===== config.mk =====
export PLATFORM = sky130hd
export DESIGN_NAME = uart_rx_cfg
export DESIGN_NICKNAME = d
export VERILOG_FILES = /design/src/rtl/uart_rx_cfg.sv
export SDC_FILE = /design/constraint.sdc
export NUM_CORES = 1
export LEC_CHECK = 0
export BUFFER_PORTS_ARGS = -buffer_cell sky130_fd_sc_hd__buf_2
export CAP_MARGIN = 20
export CORE_MARGIN = 2
export CORE_UTILIZATION = 61
export CTS_BUF_LIST = sky130_fd_sc_hd__clkbuf_2
export CTS_CLUSTER_DIAMETER = 100
export CTS_CLUSTER_SIZE = 8
export DETAILED_ROUTE_END_ITERATION = 6
export PLACE_DENSITY = 0.82
export SLEW_MARGIN = 5
export SYNTH_ARGS = -nofsm -noshare
export SYNTH_HDL_FRONTEND = slang
export SYNTH_SLANG_ARGS = --single-unit

===== constraint.sdc =====
create_clock -name clk -period 3.2 [get_ports clk]
set_clock_uncertainty 0.2 [all_clocks]
set_input_delay 0.16 -clock clk [delete_from_list [all_inputs] [get_ports clk]]
set_output_delay 0.16 -clock clk [all_outputs]
set_load 0.05 [all_outputs]

===== src/rtl/uart_rx_cfg.sv =====
`timescale 1ns/1ps
`default_nettype none
// ============================================================================
// Module      : uart_rx_cfg
// Description : Oversampling UART receiver with configurable data width,
//               parity mode and stop-bit count; flags parity/framing errors.
// Revision    : 1.0 - initial release
// ============================================================================
module uart_rx_cfg #(
    parameter int DATA_BITS  = 8,
    parameter int PARITY     = 0,
    parameter int STOP_BITS  = 1,
    parameter int OVERSAMPLE = 16
) (
    input  logic       clk,
    input  logic       rst,
    input  logic       rx,
    input  logic       b_tick,
    output logic [7:0] rx_data,
    output logic       rx_done,
    output logic       parity_err,
    output logic       frame_err,
    output logic       rx_busy
);

    localparam int              C_TW        = $clog2(OVERSAMPLE);
    localparam logic [C_TW-1:0] C_TICK_MID  = C_TW'(OVERSAMPLE / 2 - 1);
    localparam logic [C_TW-1:0] C_TICK_END  = C_TW'(OVERSAMPLE - 1);
    localparam logic [2:0]      C_BIT_LAST  = 3'(DATA_BITS - 1);
    localparam logic            C_STOP_LAST = 1'(STOP_BITS - 1);

    typedef enum logic [2:0] {
        S_IDLE   = 3'd0,
        S_START  = 3'd1,
        S_DATA   = 3'd2,
        S_PARITY = 3'd3,
        S_STOP   = 3'd4
    } state_t;

    state_t                 r_state;
    state_t                 w_state_next;

    logic                   r_sync1;
    logic                   r_sync2;
    logic                   r_rx_prev;
    logic [C_TW-1:0]        r_tick_cnt;
    logic [2:0]             r_bit_cnt;
    logic                   r_stop_cnt;
    logic [DATA_BITS-1:0]   r_shift;
    logic                   r_par_err;
    logic                   r_frm_err;
    logic [7:0]             r_rx_data;
    logic                   r_rx_done;
    logic                   r_parity_err;
    logic                   r_frame_err;
    logic                   r_busy;

    logic                   w_fall;
    logic                   w_at_mid;
    logic                   w_at_end;
    logic                   w_par_xor;
    logic                   w_par_bad;
    logic [7:0]             w_data_ext;

    logic                   w_tick_clr;
    logic                   w_frame_start;
    logic                   w_shift;
    logic                   w_par_chk;
    logic                   w_stop_smp;
    logic                   w_done;

    assign w_fall    = r_rx_prev & ~r_sync2;
    assign w_at_mid  = b_tick && (r_tick_cnt == C_TICK_MID);
    assign w_at_end  = b_tick && (r_tick_cnt == C_TICK_END);
    assign w_par_xor = (^r_shift) ^ r_sync2;
    assign w_par_bad = (PARITY == 2) ? w_par_xor : ~w_par_xor;

    always_comb begin
        w_data_ext                = '0;
        w_data_ext[DATA_BITS-1:0] = r_shift;
    end

    // Synchroniser and edge-detect history idle high so reset never looks like a start edge
    always_ff @(posedge clk) begin
        if (rst) begin
            r_sync1   <= 1'b1;
            r_sync2   <= 1'b1;
            r_rx_prev <= 1'b1;
        end else begin
            r_sync1   <= rx;
            r_sync2   <= r_sync1;
            r_rx_prev <= r_sync2;
        end
    end

    always_ff @(posedge clk) begin
        if (rst) begin
            r_state <= S_IDLE;
        end else begin
            r_state <= w_state_next;
        end
    end

    always_comb begin
        w_state_next  = r_state;
        w_tick_clr    = 1'b0;
        w_frame_start = 1'b0;
        w_shift       = 1'b0;
        w_par_chk     = 1'b0;
        w_stop_smp    = 1'b0;
        w_done        = 1'b0;
        case (r_state)
            S_IDLE: begin
                if (w_fall) begin
                    w_state_next = S_START;
                    w_tick_clr   = 1'b1;
                end
            end
            S_START: begin
                if (w_at_mid) begin
                    if (r_sync2) begin
                        w_state_next = S_IDLE;
                    end else begin
                        w_state_next  = S_DATA;
                        w_tick_clr    = 1'b1;
                        w_frame_start = 1'b1;
                    end
                end
            end
            S_DATA: begin
                if (w_at_end) begin
                    w_shift    = 1'b1;
                    w_tick_clr = 1'b1;
                    if (r_bit_cnt == C_BIT_LAST) begin
                        w_state_next = (PARITY != 0) ? S_PARITY : S_STOP;
                    end
                end
            end
            S_PARITY: begin
                if (w_at_end) begin
                    w_par_chk    = 1'b1;
                    w_tick_clr   = 1'b1;
                    w_state_next = S_STOP;
                end
            end
            S_STOP: begin
                if (w_at_end) begin
                    w_stop_smp = 1'b1;
                    w_tick_clr = 1'b1;
                    if (r_stop_cnt == C_STOP_LAST) begin
                        w_done       = 1'b1;
                        w_state_next = S_IDLE;
                    end
                end
            end
            default: begin
                w_state_next = S_IDLE;
            end
        endcase
    end

    always_ff @(posedge clk) begin
        if (rst) begin
            r_tick_cnt <= '0;
            r_bit_cnt  <= '0;
            r_stop_cnt <= 1'b0;
            r_shift    <= '0;
            r_par_err  <= 1'b0;
            r_frm_err  <= 1'b0;
        end else begin
            if (w_tick_clr) begin
                r_tick_cnt <= '0;
            end else if (b_tick && (r_state != S_IDLE)) begin
                r_tick_cnt <= r_tick_cnt + 1'b1;
            end

            if (w_frame_start) begin
                r_bit_cnt  <= '0;
                r_stop_cnt <= 1'b0;
                r_par_err  <= 1'b0;
                r_frm_err  <= 1'b0;
            end else begin
                if (w_shift) begin
                    r_bit_cnt <= r_bit_cnt + 1'b1;
                end
                if (w_stop_smp) begin
                    r_stop_cnt <= r_stop_cnt + 1'b1;
                    if (!r_sync2) begin
                        r_frm_err <= 1'b1;
                    end
                end
                if (w_par_chk) begin
                    r_par_err <= w_par_bad;
                end
            end

            // LSB arrives first, so each new bit enters at the top and walks down
            if (w_shift) begin
                r_shift <= {r_sync2, r_shift[DATA_BITS-1:1]};
            end
        end
    end

    always_ff @(posedge clk) begin
        if (rst) begin
            r_rx_data    <= '0;
            r_rx_done    <= 1'b0;
            r_parity_err <= 1'b0;
            r_frame_err  <= 1'b0;
            r_busy       <= 1'b0;
        end else begin
            r_rx_done <= w_done;
            r_busy    <= (w_state_next != S_IDLE);
            if (w_done) begin
                r_rx_data    <= w_data_ext;
                r_parity_err <= r_par_err;
                r_frame_err  <= r_frm_err | ~r_sync2;
            end
        end
    end

    assign rx_data    = r_rx_data;
    assign rx_done    = r_rx_done;
    assign parity_err = r_parity_err;
    assign frame_err  = r_frame_err;
    assign rx_busy    = r_busy;

endmodule
`default_nettype wire

Word level (Yosys, flattened, before mapping):

Index checks and enable logic that the tools add are counted.

* word-level logic and storage cells: 62
* bits in read-only memories: 0
* latch bits: 0
* input port bits: 4
* memories: 0
* memory bits (writable): 0
* register bits: 36

* $mul: 0
* eq/ne operators: 7
* shifts and indexed selects: 0
* bitwise logic cells: 5
* div/mod/pow operators: 0
* magnitude comparators: 0
* mux-type cells: 21
* add/subtract/negate cells: 3
* reductions and logical operators: 11

Operators with widths (count)
* $mux W3: 7
* $pmux W3 S5: 1
* $mux W1: 11
* $reduce_xor A8 Y1: 1
* $eq A3 B2 Y1 const B: 2
* $eq A3 B3 Y1 const B: 2
* $reduce_bool A3 Y1: 2
* $add A4 B1 Y4 const B: 1
* $eq A4 B3 Y1 const B: 1
* $eq A4 B4 Y1 const B: 1
* $reduce_or A2 Y1: 2
* $add A3 B1 Y3 const B: 1
* $eq A3 B1 Y1 const B: 1
* $logic_and A1 B1 Y1: 3
* $logic_not A3 Y1: 1
* $pmux W1 S3: 1
* $reduce_or A3 Y1: 1
* $mux W2: 1
* $not A1 Y1: 2
* $reduce_and A2 Y1: 1
* $add A1 B1 Y1 const B: 1
* $and A1 B1 Y1: 1
* $or A1 B1 Y1: 1
* $xor A1 B1 Y1: 1

Logic depth before layout (Yosys ltp):

* depth in word-level cells: 5
* mapped depth: 6

Worst setup path after synthesis:

Ideal clock, no wire load.

* kind: register to register
* start point: register r_tick_cnt[0]
* end point: register r_bit_cnt[1]
* arrival time: 1433 ps
* period minus slack after synthesis: 1757 ps
* setup slack: 1443 ps
* required time: 2876 ps
* setup time: 124 ps
* cell stages (with the launch flop): 7
* cell sequence: dfxtp_1 -> ha_1 -> nand4_2 -> nor3_2 -> buf_4 -> mux2i_1 -> nor2_1

* word-level cells in the longest chain between the ends: 5
* elaborated cells on any way between the ends: 9
* those cells by class: eq/ne: 2; mux: 4; reduce/logical: 3

RTL lines
* start, declared: RTL line 46 `logic [C_TW-1:0] r_tick_cnt;`
* start signal, assigned: RTL line 174 `r_tick_cnt <= r_tick_cnt + 1'b1;`
* $eq A4 B3 Y1: RTL line 73 `assign w_at_mid = b_tick && (r_tick_cnt == C_TICK_MID);`
* $logic_and A1 B1 Y1: RTL line 73
* $mux W1: RTL line 120 `if (w_at_mid) begin`
* $mux W1: RTL line 112 `case (r_state)`
* $reduce_or A2 Y1 (no line)
* end signal, assigned: RTL line 184 `r_bit_cnt <= r_bit_cnt + 1'b1;`
* end, declared: RTL line 47 `logic [2:0] r_bit_cnt;`

Several ways; a longest one is shown, not always the timed one.
A chain may end at the register's enable or synchronous reset.

Worst setup path after layout:

* start point: register r_tick_cnt[0]
* end point: register r_frame_err, in the netlist frame_err

* word-level cells in the longest chain between the ends: 4

RTL lines
* $eq A4 B4 Y1: RTL line 74 `assign w_at_end = b_tick && (r_tick_cnt == C_TICK_END);`
* $logic_and A1 B1 Y1: RTL line 74
* $mux W1: RTL line 147 `if (w_at_end) begin`
* $mux W1: RTL line 112
* end signal, assigned: RTL line 217 `r_frame_err <= r_frm_err | ~r_sync2;`
* end, declared: RTL line 55 `logic r_frame_err;`

No other way between the ends.

==> impl_metrics.json <==
{
  "synth_async_sr_flop_share_pct": 0,
  "maxCapViolCount": 0,
  "grt.overflow.total": 0,
  "power.combinational.fraction_pct": 3.8,
  "slew_headroom_pct": 61.17,
  "tritoncts": "done",
  "grt_first_pass_wirelength_mm": 4.595,
  "core.rowCount": 18,
  "core_area_mm2": 0.002455,
  "post-route-min-period_ns": 2.116,
  "run_status": "finished, final reports clean",
  "worst_pin_slew_ns": 0.5793,
  "cts-resized-gates": 0,
  "seq_area_frac_synth_pct": 46.19,
  "synth_edf_count": 0,
  "worst_setup_slack_for_register_to_register_paths_ns": 1.08,
  "half_perimeter_wire_length_after_detailed_placement_mm": 2.050,
  "sw_frac_of_total_pct": 25.26,
  "seq_power_share_pct": 65.9,
  "port_buffers": 15,
  "reg2reg_to": "frame_err",
  "drive_above_1_share_pct": 19.57,
  "first_global_vias": 1049,
  "worst-r2r-cell-count": 5,
  "timing.critical_path.cells": "ha_1 -> nand4_2 -> nor3_2 -> nor2_1 -> a311oi_1",
  "post-route-period-util_pct": 66.12,
  "antenna_viol_nets_final": 0,
  "max_freq_ghz": 0.4726,
  "die_area_mm2": 0.002978,
  "routed_wirelength_mm": 2.886,
  "finalSetupViolations": 0,
  "power_density_mw_per_mm2": 410.2,
  "route.detailed.vias_per_inst": 5.570,
  "synth_seq_cells": 36,
  "critical-path-top-delay-family": "simple AND/OR/NAND/NOR gates",
  "syn_area_mm2": 0.001560,
  "fp.dieW_um": 54.58,
  "syn_inst": 163,
  "gp_congestion": 0.8832,
  "route.vias.total": 1192,
  "setup_repair_after_global_routing_missed_its_margin": "no",
  "yosys.cell_types.count": 36,
  "root_buffer": "sky130_fd_sc_hd__clkbuf_2",
  "crit_path_max_incr_delay_ns": 0.57,
  "intPower_mw": 0.5171,
  "cts.hold.buffers_added": 3,
  "initial_utilization_pct": 63.56,
  "numPlacedInstances": 203,
  "antenna_found_initial": 0,
  "reg2reg_from": "r_tick_cnt[0]",
  "yosys_warnings": 0,
  "global_route.usage.total_pct": 22.43,
  "timing.critical_path.depth": 5,
  "critPathBufInv": 0,
  "syn_to_final_growth_pct": 8.100,
  "synth.net_count": 170,
  "timing.hold.worst.class": "register to register",
  "power_leakage_nw": 0.6366,
  "dr.pass1.iters": 4,
  "p_clk_share_pct": 30.3,
  "fin_worst_hold_slack_ns": 0.2313,
  "switchingPower_mw": 0.1748,
  "worst-setup-path-type": "register to register",
  "final_standard_cell_count_with_taps_included_and_fillers_excluded": 214,
  "timing.critical_path.fanout_max": 11,
  "grt_start_max_net_pins": 24,
  "critPathRequiredTime_ns": 3.32,
  "floorplan.die.height_um": 54.58,
  "drc": 0,
  "detail_route.iter0.violations": 28,
  "finish.net_count": 190,
  "crit_arrival_ns": 2.24,
  "worst_setup_hold_path_clk_slew_ns": 0.19,
  "timing.critical_path.from_type": "register",
  "final_cell_area_mm2": 0.001687,
  "cts.path.max_buffers": 2,
  "critPathLaunch": "r_tick_cnt[0]",
  "critical_path.endpoint_type": "register",
  "postCtsSetupRepairBufs": 0,
  "tns_ns": 0,
  "cts_max_level": 2,
  "hold_viol": 0,
  "timing.critical_path.to": "frame_err",
  "hold_path_startpoint": "r_sync1",
  "clock-sinks": 36,
  "boundaryPins": 16,
  "hold_path_depth": 1,
  "finalCoreUtilization_pct": 68.71,
  "wl_per_cell_um": 13.49,
  "post_synth.cell_area_avg_um2": 9.572,
  "clkLatencyLatePin_ns": 0.40,
  "num_antenna_cells": 0,
  "numCtsBuffers": 5,
  "ys.flop_type": "sky130_fd_sc_hd__dfxtp_1",
  "maxSlewViolCount": 0,
  "worst_ir_drop_vdd_v": 0.0004371,
  "post_dp_cell_area_mm2": 0.001615,
  "cp_slowest_cell": "sky130_fd_sc_hd__nor3_2"
}
power groups by stage:
stage | logic (mW) | registers, mW | clock network (mW)
finish | 0.0264 | 0.456 | 0.209
global route | 0.0292 | 0.457 | 0.233
CTS | 0.0265 | 0.456 | 0.215
detailed placement | 0.0236 | 0.465 | 0
global placement | 0.0227 | 0.465 | 0
floorplan | 0.0194 | 0.466 | 0
worst reg2reg max path, stage by stage, from the launching register on:
cell                       delay [ns]
sky130_fd_sc_hd__dfxtp_1         0.42
sky130_fd_sc_hd__ha_1            0.25
sky130_fd_sc_hd__nand4_2         0.26
sky130_fd_sc_hd__nor3_2          0.57
sky130_fd_sc_hd__nor2_1          0.08
sky130_fd_sc_hd__a311oi_1        0.26
final cells by class:
type / count / area (um2)
Inverter: 2 / 7.507
Sequential cell: 36 / 720.7
Timing Repair Buffer: 19 / 112.6
Multi-Input combinational cell: 119 / 767.0
Tap cell: 30 / 37.54
Clock inverter: 2 / 11.26
Fill cell: 193 / 768.2
Clock buffer: 6 / 30.03
worst min-delay path by stage:
stage,to
after floorplan,r_sync1
after global placement,r_sync1
after detailed placement,r_sync1
after CTS,r_sync2
after global routing,r_sync2
final,r_sync2
registers in the layout, indices dropped and copies added, names as in the netlist:
register    count
r_state         3
parity_err      1
rx_done         1
r_shift         8
rx_busy         1
r_tick_cnt      4
rx_data         8
r_stop_cnt      1
frame_err       1
r_par_err       1
r_frm_err       1
r_bit_cnt       3
r_rx_prev       1
r_sync1         1
r_sync2         1
per-layer routing:
| layer | up-vias | global-route usage, % | routed length (um) |
|---|---|---|---|
| met2 | 32 | 35.54 | 1309 |
| met1 | 546 | 27.43 | 1370 |
| met5 | - | 0 | 0 |
| li1 | 605 | - | - |
| met4 | 0 | 9.167 | 57 |
| met3 | 9 | 8.197 | 149 |
cells in the mapped netlist (2+ instances only):
library cell	number	area share, %
sky130_fd_sc_hd__or2_2	4	1.6
sky130_fd_sc_hd__or3_1	4	1.6
sky130_fd_sc_hd__dfxtp_1	36	46
sky130_fd_sc_hd__ha_1	3	2.4
sky130_fd_sc_hd__a21o_1	2	0.96
sky130_fd_sc_hd__nor2_1	15	3.6
sky130_fd_sc_hd__nor3_2	2	1.3
sky130_fd_sc_hd__a211oi_1	2	0.96
sky130_fd_sc_hd__clkbuf_8	2	1.8
sky130_fd_sc_hd__xnor2_1	6	3.4
sky130_fd_sc_hd__inv_1	2	0.48
sky130_fd_sc_hd__a21oi_1	13	4.2
sky130_fd_sc_hd__nor2b_1	2	0.80
sky130_fd_sc_hd__nor3_1	3	0.96
sky130_fd_sc_hd__nand2b_1	3	1.2
sky130_fd_sc_hd__buf_6	2	1.4
sky130_fd_sc_hd__buf_4	2	0.96
sky130_fd_sc_hd__mux2i_1	11	7.1
sky130_fd_sc_hd__xor2_1	3	1.7
sky130_fd_sc_hd__o21ai_0	8	2.6
sky130_fd_sc_hd__nand2_1	21	5.1
sky130_fd_sc_hd__nand3_1	3	0.96
metrics by stage:
stage / setup slack [ns] / power (mW)
5_1_grt: 0.8621 / 0.7192
6_report: 1.084 / 0.6919
3_3_place_gp: 1.290 / 0.4876
4_1_cts: 1.108 / 0.6975
3_5_place_dp: 1.130 / 0.4889
2_1_floorplan: 1.443 / 0.4849
cells in the final DEF, fill, tap and decap left out, types with 2 or more instances in the layout:
cell / synthesis / layout
sky130_fd_sc_hd__clkbuf_2: 0 / 6
sky130_fd_sc_hd__nand3_1: 3 / 3
sky130_fd_sc_hd__a21oi_1: 13 / 13
sky130_fd_sc_hd__inv_1: 2 / 2
sky130_fd_sc_hd__nor3_2: 2 / 2
sky130_fd_sc_hd__dfxtp_1: 36 / 36
sky130_fd_sc_hd__nand2b_1: 3 / 3
sky130_fd_sc_hd__xor2_1: 3 / 3
sky130_fd_sc_hd__nor3_1: 3 / 3
sky130_fd_sc_hd__or2_2: 4 / 4
sky130_fd_sc_hd__a21o_1: 2 / 2
sky130_fd_sc_hd__buf_2: 0 / 15
sky130_fd_sc_hd__or3_1: 4 / 4
sky130_fd_sc_hd__dlygate4sd3_1: 0 / 3
sky130_fd_sc_hd__mux2i_1: 11 / 11
sky130_fd_sc_hd__ha_1: 3 / 3
sky130_fd_sc_hd__nor2_1: 15 / 15
sky130_fd_sc_hd__a211oi_1: 2 / 2
sky130_fd_sc_hd__nor2b_1: 2 / 2
sky130_fd_sc_hd__nand2_1: 21 / 21
sky130_fd_sc_hd__o21ai_0: 8 / 8
sky130_fd_sc_hd__xnor2_1: 6 / 6
kinds of logic after synthesis:
group / after synthesis / synth area share [%]
flops: 36 / 46.19
xor+xnor: 10 / 6.496
compound gates: 29 / 10.91
simple gates: 66 / 22.29
mux: 11 / 7.057
fa+ha+maj: 3 / 2.406
buf+inv: 8 / 4.651
(Power assumes the default switching activity.)
